[src/rtl/decoder_3_8.sv]
// ============================================================================
// Module   : decoder_3_8
// Brief    : Registered 3-to-8 line decoder with active-high enable, plus a
//            combinational decode tap. Optional macro: DECODER_3_8_INDEX_EN
//            adds a registered index capture (idx) and sticky error flag (err).
// Revision : 1.0 - initial release
// ============================================================================
`default_nettype none

module decoder_3_8 #(
    parameter bit OUT_ACTIVE_LOW = 1'b0,
    parameter bit RESET_EN_VAL   = 1'b0
) (
    input  logic       clk,
    input  logic       rst,
    input  logic       a,
    input  logic       b,
    input  logic       c,
    input  logic       en,
    output logic [7:0] y,
    output logic [7:0] y_comb,
    output logic       active
`ifdef DECODER_3_8_INDEX_EN
    ,
    output logic [2:0] idx,
    output logic       err
`endif
);

    localparam logic [7:0] c_y_inactive = OUT_ACTIVE_LOW ? 8'hFF : 8'h00;

    logic [2:0] sel_w;
    logic [2:0] sel_n_w;
    logic [7:0] dec_w;
    logic [7:0] y_d;
    logic [7:0] y_q;
    logic       active_d;
    logic       active_q;

    assign sel_w   = {a, b, c};
    assign sel_n_w = ~sel_w;

    // One AND term per output: pick the true or inverted literal of each
    // select bit according to the code this output stands for.
    genvar gi;
    generate
        for (gi = 0; gi < 8; gi++) begin : g_term
            localparam logic [2:0] c_code = 3'(gi);
            logic lit2_w;
            logic lit1_w;
            logic lit0_w;
            assign lit2_w    = c_code[2] ? sel_w[2] : sel_n_w[2];
            assign lit1_w    = c_code[1] ? sel_w[1] : sel_n_w[1];
            assign lit0_w    = c_code[0] ? sel_w[0] : sel_n_w[0];
            assign dec_w[gi] = en & lit2_w & lit1_w & lit0_w;
        end
    endgenerate

    assign y_comb = OUT_ACTIVE_LOW ? ~dec_w : dec_w;

    always_comb begin
        y_d      = y_comb;
        active_d = en;
    end

    always_ff @(posedge clk) begin
        if (rst) begin
            y_q      <= c_y_inactive;
            active_q <= RESET_EN_VAL;
        end else begin
            y_q      <= y_d;
            active_q <= active_d;
        end
    end

    assign y      = y_q;
    assign active = active_q;

`ifdef DECODER_3_8_INDEX_EN
    logic [2:0] idx_d;
    logic [2:0] idx_q;
    logic       err_d;
    logic       err_q;
    logic [7:0] y_hi_w;
    logic       multi_hot_w;

    // A vector with more than one bit set still has a bit left after
    // clearing its lowest set bit.
    assign y_hi_w      = OUT_ACTIVE_LOW ? ~y_q : y_q;
    assign multi_hot_w = |(y_hi_w & (y_hi_w - 8'd1));

    always_comb begin
        idx_d = idx_q;
        if (en) begin
            idx_d = sel_w;
        end
        err_d = err_q | multi_hot_w;
    end

    always_ff @(posedge clk) begin
        if (rst) begin
            idx_q <= 3'b000;
            err_q <= 1'b0;
        end else begin
            idx_q <= idx_d;
            err_q <= err_d;
        end
    end

    assign idx = idx_q;
    assign err = err_q;
`endif

endmodule

`default_nettype wire

[config.mk]
export PLATFORM = sky130hd
export DESIGN_NAME = decoder_3_8
export DESIGN_NICKNAME = d
export VERILOG_FILES = /design/src/rtl/decoder_3_8.sv
export SDC_FILE = /design/constraint.sdc
export NUM_CORES = 1
export LEC_CHECK = 0
export CAP_MARGIN = 20
export CORE_AREA = 2 2 39 41
export DETAILED_ROUTE_END_ITERATION = 10
export DIE_AREA = 0 0 41 43
export DONT_BUFFER_PORTS = 1
export MAX_ROUTING_LAYER = met4
export PLACE_DENSITY = 0.48
export SLEW_MARGIN = 30
export SYNTH_ARGS = -nofsm -noshare
export SYNTH_HDL_FRONTEND = slang
export SYNTH_SLANG_ARGS = --single-unit
[constraint.sdc]
create_clock -name clk -period 0.8 [get_ports clk]
set_input_delay 0.08 -clock clk [delete_from_list [all_inputs] [get_ports clk]]
set_output_delay 0.08 -clock clk [all_outputs]
set_load 0.02 [all_outputs]
; Word level (Yosys, flattened, before mapping)
; Index checks and enable logic that the tools add are counted.
[word_totals]
out_inout_bits = 17
input_bits = 6
latch_bits = 0
regBits = 9
mem_bits_ro = 0
memories = 0
mem_bits_rw = 0
[classes]
div_mod_pow = 0
shift = 0
bitwise_logic = 15
n_lt_le_gt_ge = 0
mux = 0
reduce_logical = 0
eq_ne = 0
add_sub_neg = 0
mul = 0
[op_table]
columns = cell, n
row1 = $and 1x1->1, 14
row2 = $not 3->3, 1

; Longest topological paths before layout
[logic_depth]
word_depth = 4
ltp_mapped = 2

; Worst setup path after synthesis
; Ideal clock, no wire load.
[synth_path]
kind = in2out
start = input a
end = output y_comb[0]
stages = 2
path_slack_ns = 0.006
required_time_ns = 0.720
t_arrival_ns = 0.714
n_path_buf = 0
cell_sequence = nand2b_1 > nor3_1
[synth_via]
elab_chain_cells = 4
[synth_rtl]
columns = item, line
row1 = start: declaration, 16  ; input logic a,
row2 = $not 3->3, 41  ; assign sel_n_w = ~sel_w;
row3 = $and 1x1->1 (3 in a row), 55  ; assign dec_w[gi] = en & lit2_w & lit1_w & lit0_w;
row4 = end: declaration, 21  ; output logic [7:0] y_comb,
; Every way passes these cells.

; Worst setup path after layout
[layout_path]
start = register y_q[4], in the netlist y[4]
end = output y[4]
[layout_lines]
columns = item, line
row1 = start: declaration, 36  ; logic [7:0] y_q;
row2 = start signal: assignment, 68  ; y_q <= c_y_inactive;
row3 = start signal: assignment, 71  ; y_q <= y_d;
row4 = end: declaration, 20  ; output logic [7:0] y,
; No word-level cell between the ends.

==> impl_metrics.env <==
export IMPL_setup_viol_count_final=0
export IMPL_numCtsBuffers=3
export IMPL_met2_usage=0.122
export IMPL_yosys_cell_types_count=9
export IMPL_drive_above_1_share=0.250
export IMPL_fmax_ghz=1.30
export IMPL_worst_slew_pin_slew_ps=389
export IMPL_holdBufCountCts=4
export IMPL_synth_warnings=0
export IMPL_syn_inst=33
export IMPL_vias=266
export IMPL_drt_pass1_iterations=4
export IMPL_synth_seq_cells=9
export IMPL_grt_pass1_wl_um=1090
export IMPL_root_buffer="clkbuf_4"
export IMPL_cts_resized=0
export IMPL_clk_transition_reported_paths_ps=60
export IMPL_initial_core_util=0.218
export IMPL_antenna_found_initial=0
export IMPL_period_share=0.959
export IMPL_finalSetupTns_ps=0
export IMPL_synth_area_per_cell_um2=9.14
export IMPL_synth_area_um2=302
export IMPL_syn2layout_area_growth_pct=46.1
export IMPL_dp_hpwl_um=531
export IMPL_drt_iter0_markers=6
export IMPL_min_period_ps=768
export IMPL_die_y_um=43
export IMPL_final_cell_mix="nor2_1, dfxtp_1, buf_4"
export IMPL_met3_usage=0.0209
export IMPL_finalHoldViolations=0
export IMPL_htreeDepth=1
export IMPL_ios=23
export IMPL_worstPathRequired_ps=720
export IMPL_drc=0
export IMPL_met1_usage=0.123
export IMPL_multiInputGateArea_um2=121
export IMPL_rsz0062_at_grt="no"
export IMPL_drt_wl_total_um=724
export IMPL_die_w_um=41
export IMPL_ff_latch_area_um2=180
export IMPL_numPortBuffers=0
export IMPL_core_area_um2=1380
export IMPL_grt_max_degree=7
export IMPL_ant_nets=0
export IMPL_relSlewSlack=0.740
export IMPL_final_common_cell="nor2_1"
export IMPL_grt_total_usage=0.0990
export IMPL_ir_drop_v=0.000451
export IMPL_end_kind="output pin"
export IMPL_wl_per_cell_um=11.3
export IMPL_grt_pass1_vias=242
export IMPL_place_congestion=0.665
export IMPL_fillers=154
export IMPL_yosysSeqAreaShare=0.598
export IMPL_std_cell_rows=14
export IMPL_cts_tree="done"
export IMPL_leakage_nw=0.183
export IMPL_slew_viol_final=0
export IMPL_n_antenna_cell=0
export IMPL_clk_path_buf_depth=2
export IMPL_max_cap_viol_count=0
export IMPL_postCtsSetupBuffers=0
export IMPL_gr_total_overflow=0
export IMPL_busiest_layer="met1"
export IMPL_finalNetCount=55
export IMPL_synth_fp_nets=39
export IMPL_critPathArrivalTime_ps=690
export IMPL_crit_fanout=1
export IMPL_whs_ps=40.1
export IMPL_clock_sink_count=9
export IMPL_power_density_nw_per_um2=2030
export IMPL_setup_slack_ps=32.5
export IMPL_hold_class="in -> reg"
export IMPL_status="finished, final reports clean"
export IMPL_viasPerCell=4.16
export IMPL_start_kind="flip-flop"
export IMPL_place_ws_ps=110
export IMPL_worst_setup_path_type="reg -> out"
export IMPL_die_area_um2=1760
-- report_power, final --
part / total, mW / switching [mW] / internal [mW] / leakage, nW
registers: 0.473 / 0.0149 / 0.458 / 0.0731
clock network: 0.335 / 0.144 / 0.191 / 0.0150
logic: 0.0862 / 0.0461 / 0.0401 / 0.0946
-- metrics by stage --
stage | cell area (um2) | utilization | std cells | power [mW]
after floorplan | 302 | - | 33 | 0.529
after global placement | 374 | 0.270 | 56 | 0.551
after detailed placement | 374 | 0.270 | 56 | 0.552
after CTS | 440 | 0.318 | 64 | 0.903
after global routing | 440 | 0.318 | 64 | 0.934
final | 440 | 0.318 | 64 | 0.894
-- layer usage --
metal  wire length (um)  part of all wire
met5                  0                 0
met4                  6            0.0083
met3                 92              0.13
met2                324              0.45
met1                301              0.42
-- final cells by class --
class	instances	share of cell area
flip-flops and latches	9	0.409
well taps	16	0.0455
multi-input cells	24	0.276
repair buffers	11	0.210
clock buffers	4	0.0597
-- registers in the layout, indices dropped and copies added, names as in the netlist --
signal / count
y: 8
active: 1
-- path summary, 6_finish.rpt --
kind | startpoint | to | cells after the start
setup / recovery | y[4]$_SDFF_PP0_ | y[4] | 0
hold / removal | rst | y[2]$_SDFF_PP0_ | 2
-- logic make-up after synthesis --
kind of cell	synth area share
and+or+nand+nor	0.403
DFF	0.598
-- synthesized netlist by cell type, drive strengths merged --
| master | number | area [um2] |
|---|---|---|
| dfxtp | 9 | 180 |
| nor2 | 12 | 45.0 |
| nand2 | 2 | 7.51 |
| nor3 | 4 | 25.0 |
| nand3b | 1 | 7.51 |
| nor2b | 1 | 6.26 |
| or3b | 1 | 11.3 |
| nand2b | 3 | 18.8 |
No activity file was read; power rests on OpenSTA's default activity.
==> variant: new RTL, same flow settings <==
Put a register stage on the output `y_comb`, without a reset. The value now appears one clock later. The other outputs are not delayed to match.
--- a/src/rtl/decoder_3_8.sv
+++ b/src/rtl/decoder_3_8.sv
@@ -29,6 +29,8 @@
 
     localparam logic [7:0] c_y_inactive = OUT_ACTIVE_LOW ? 8'hFF : 8'h00;
 
+    logic [7:0] y_comb_d;
+
     logic [2:0] sel_w;
     logic [2:0] sel_n_w;
     logic [7:0] dec_w;
@@ -56,10 +58,10 @@
         end
     endgenerate
 
-    assign y_comb = OUT_ACTIVE_LOW ? ~dec_w : dec_w;
+    assign y_comb_d = OUT_ACTIVE_LOW ? ~dec_w : dec_w;
 
     always_comb begin
-        y_d      = y_comb;
+        y_d      = y_comb_d;
         active_d = en;
     end
 
@@ -111,6 +113,10 @@
     assign err = err_q;
 `endif
 
+    always_ff @(posedge clk) begin
+        y_comb <= y_comb_d;
+    end
+
 endmodule
 
 `default_nettype wire
Check against the original RTL: not equivalent (Yosys sat finds a counterexample within 4 cycles, from zero or initial values and one cycle with rst high).
==> variant against the unedited design <==
The flow now finishes with violations (hold timing); critical path depth stayed put; cell area is 35% higher; sequential cell count is 8 higher; worst setup slack better by 0.021 ns; total power is 56% higher; synthesized cell count is 24% higher; first-iteration DRC count stayed put; fmax is 2.8% higher; routed wire length is 18% higher; area after synthesis is 53% higher; core utilization is 11 points higher; largest cell class unchanged.
==> variant: results (changes against the unedited design) <==
| Metric | Value |
|---|---|
| Final Hold Fails | `4 (+4)` |
| Antenna diodes | `0 (unchanged)` |
| Layout Nets | `58 (+5.5%)` |
| Post-synth cell types | `9 (unchanged)` |
| Total Routed Length | `852 um (+18%)` |
| First-pass GRT wire length | `1.39 mm (+27%)` |
| CTS clk-pin slew, worst paths | `0.08 ns (+0.02 ns)` |
| GP Congestion | `0.771 (+16%)` |
| Failing checks | `hold timing` |
| CTS Hold Buffers Added | `6 (+2)` |
| Peak VDD IR | `0.00111 V (+150%)` |
| Syn nets | `47 (+21%)` |
| HP Class | `input pin to flip-flop` |
| Largest cells by area after synthesis | `dfxtp_1, nor2_1, nand2b_1` |
| Sequential share of the synthesized area | `0.737 (+0.140)` |
| Outcome | `finished, violations left` |
| Worst Path Arrival | `0.67 ns (-0.02 ns)` |
| GRT Total Usage | `0.126 (+0.0273)` |
| Slew HR | `0.838 (+0.0985)` |
| Net switching power | `292 uW (+43%)` |
| Fraction of layout cells with a size suffix above 1 | `0.431 (+0.181)` |
| Vias in the first global route | `326 (+35%)` |
| Largest net degree at the start of global routing | `10 (+3)` |
| Clk buf depth | `2 (unchanged)` |
| Synth cell count leaders | `dfxtp_1, nor2_1, nand2b_1, nor3_1, nand2_1` |
| Static leakage | `0.000241 uW (+32%)` |
| WHS | `-0.0131 ns (-0.0532 ns)` |
| Total number of vias | `308 (+16%)` |
| H-tree depth | `1 (unchanged)` |
| First-pass DRT Iterations | `3 (-1)` |
-- variant: cell count changes after synthesis, sizes merged --
cell	unedited run	this run
dfxtp	9	17
-- variant: path summary, 6_finish.rpt --
kind	startpoint	to	depth (start not counted)
max	y_comb[4]	y_comb[4]	0
min	rst	y[0]	2
-- variant: cell type report --
type	count	area [um2]
clock buffers	4	26.3
well taps	16	20.0
fillers	140	790
flip-flops and latches	17	362
repair buffers	6	65.1
multi-input cells	24	121
-- variant: cell families after synthesis --
group,share of synthesized area
simple gates,0.263
flops,0.737
-- variant: metrics by stage --
step | instance area (um2) | setup slack [ns] | power (uW) | instances
3_3_place_gp | 482 | 0.159 | 958 | 57
2_1_floorplan | 462 | 0.164 | 948 | 41
4_1_cts | 579 | 0.0000499 | 1410 | 67
3_5_place_dp | 482 | 0.132 | 958 | 57
5_1_grt | 594 | 0.0140 | 1470 | 67
6_report | 594 | 0.0536 | 1390 | 67
-- variant: what timing repair did --
action | CTS | global route
endpoints found under the setup margin | 9 | 12
endpoints found under the hold margin | 8 | 4
resized for setup | 9 | 10
setup buffers | 0 | 0
-- variant: power groups by stage --
stage | Sequential (uW) | Clock, uW | Combinational, uW
finish | 902 | 420 | 70.5
global route | 904 | 489 | 76.8
CTS | 901 | 441 | 68.0
detailed placement | 919 | 0 | 39.0
global placement | 919 | 0 | 38.9
floorplan | 916 | 0 | 32.0
-- variant: per-layer routing --
metal,share of wire,track usage
met1,0.41,0.148
met2,0.43,0.153
met3,0.13,0.0681
met4,0.033,0.100
met5,0,-
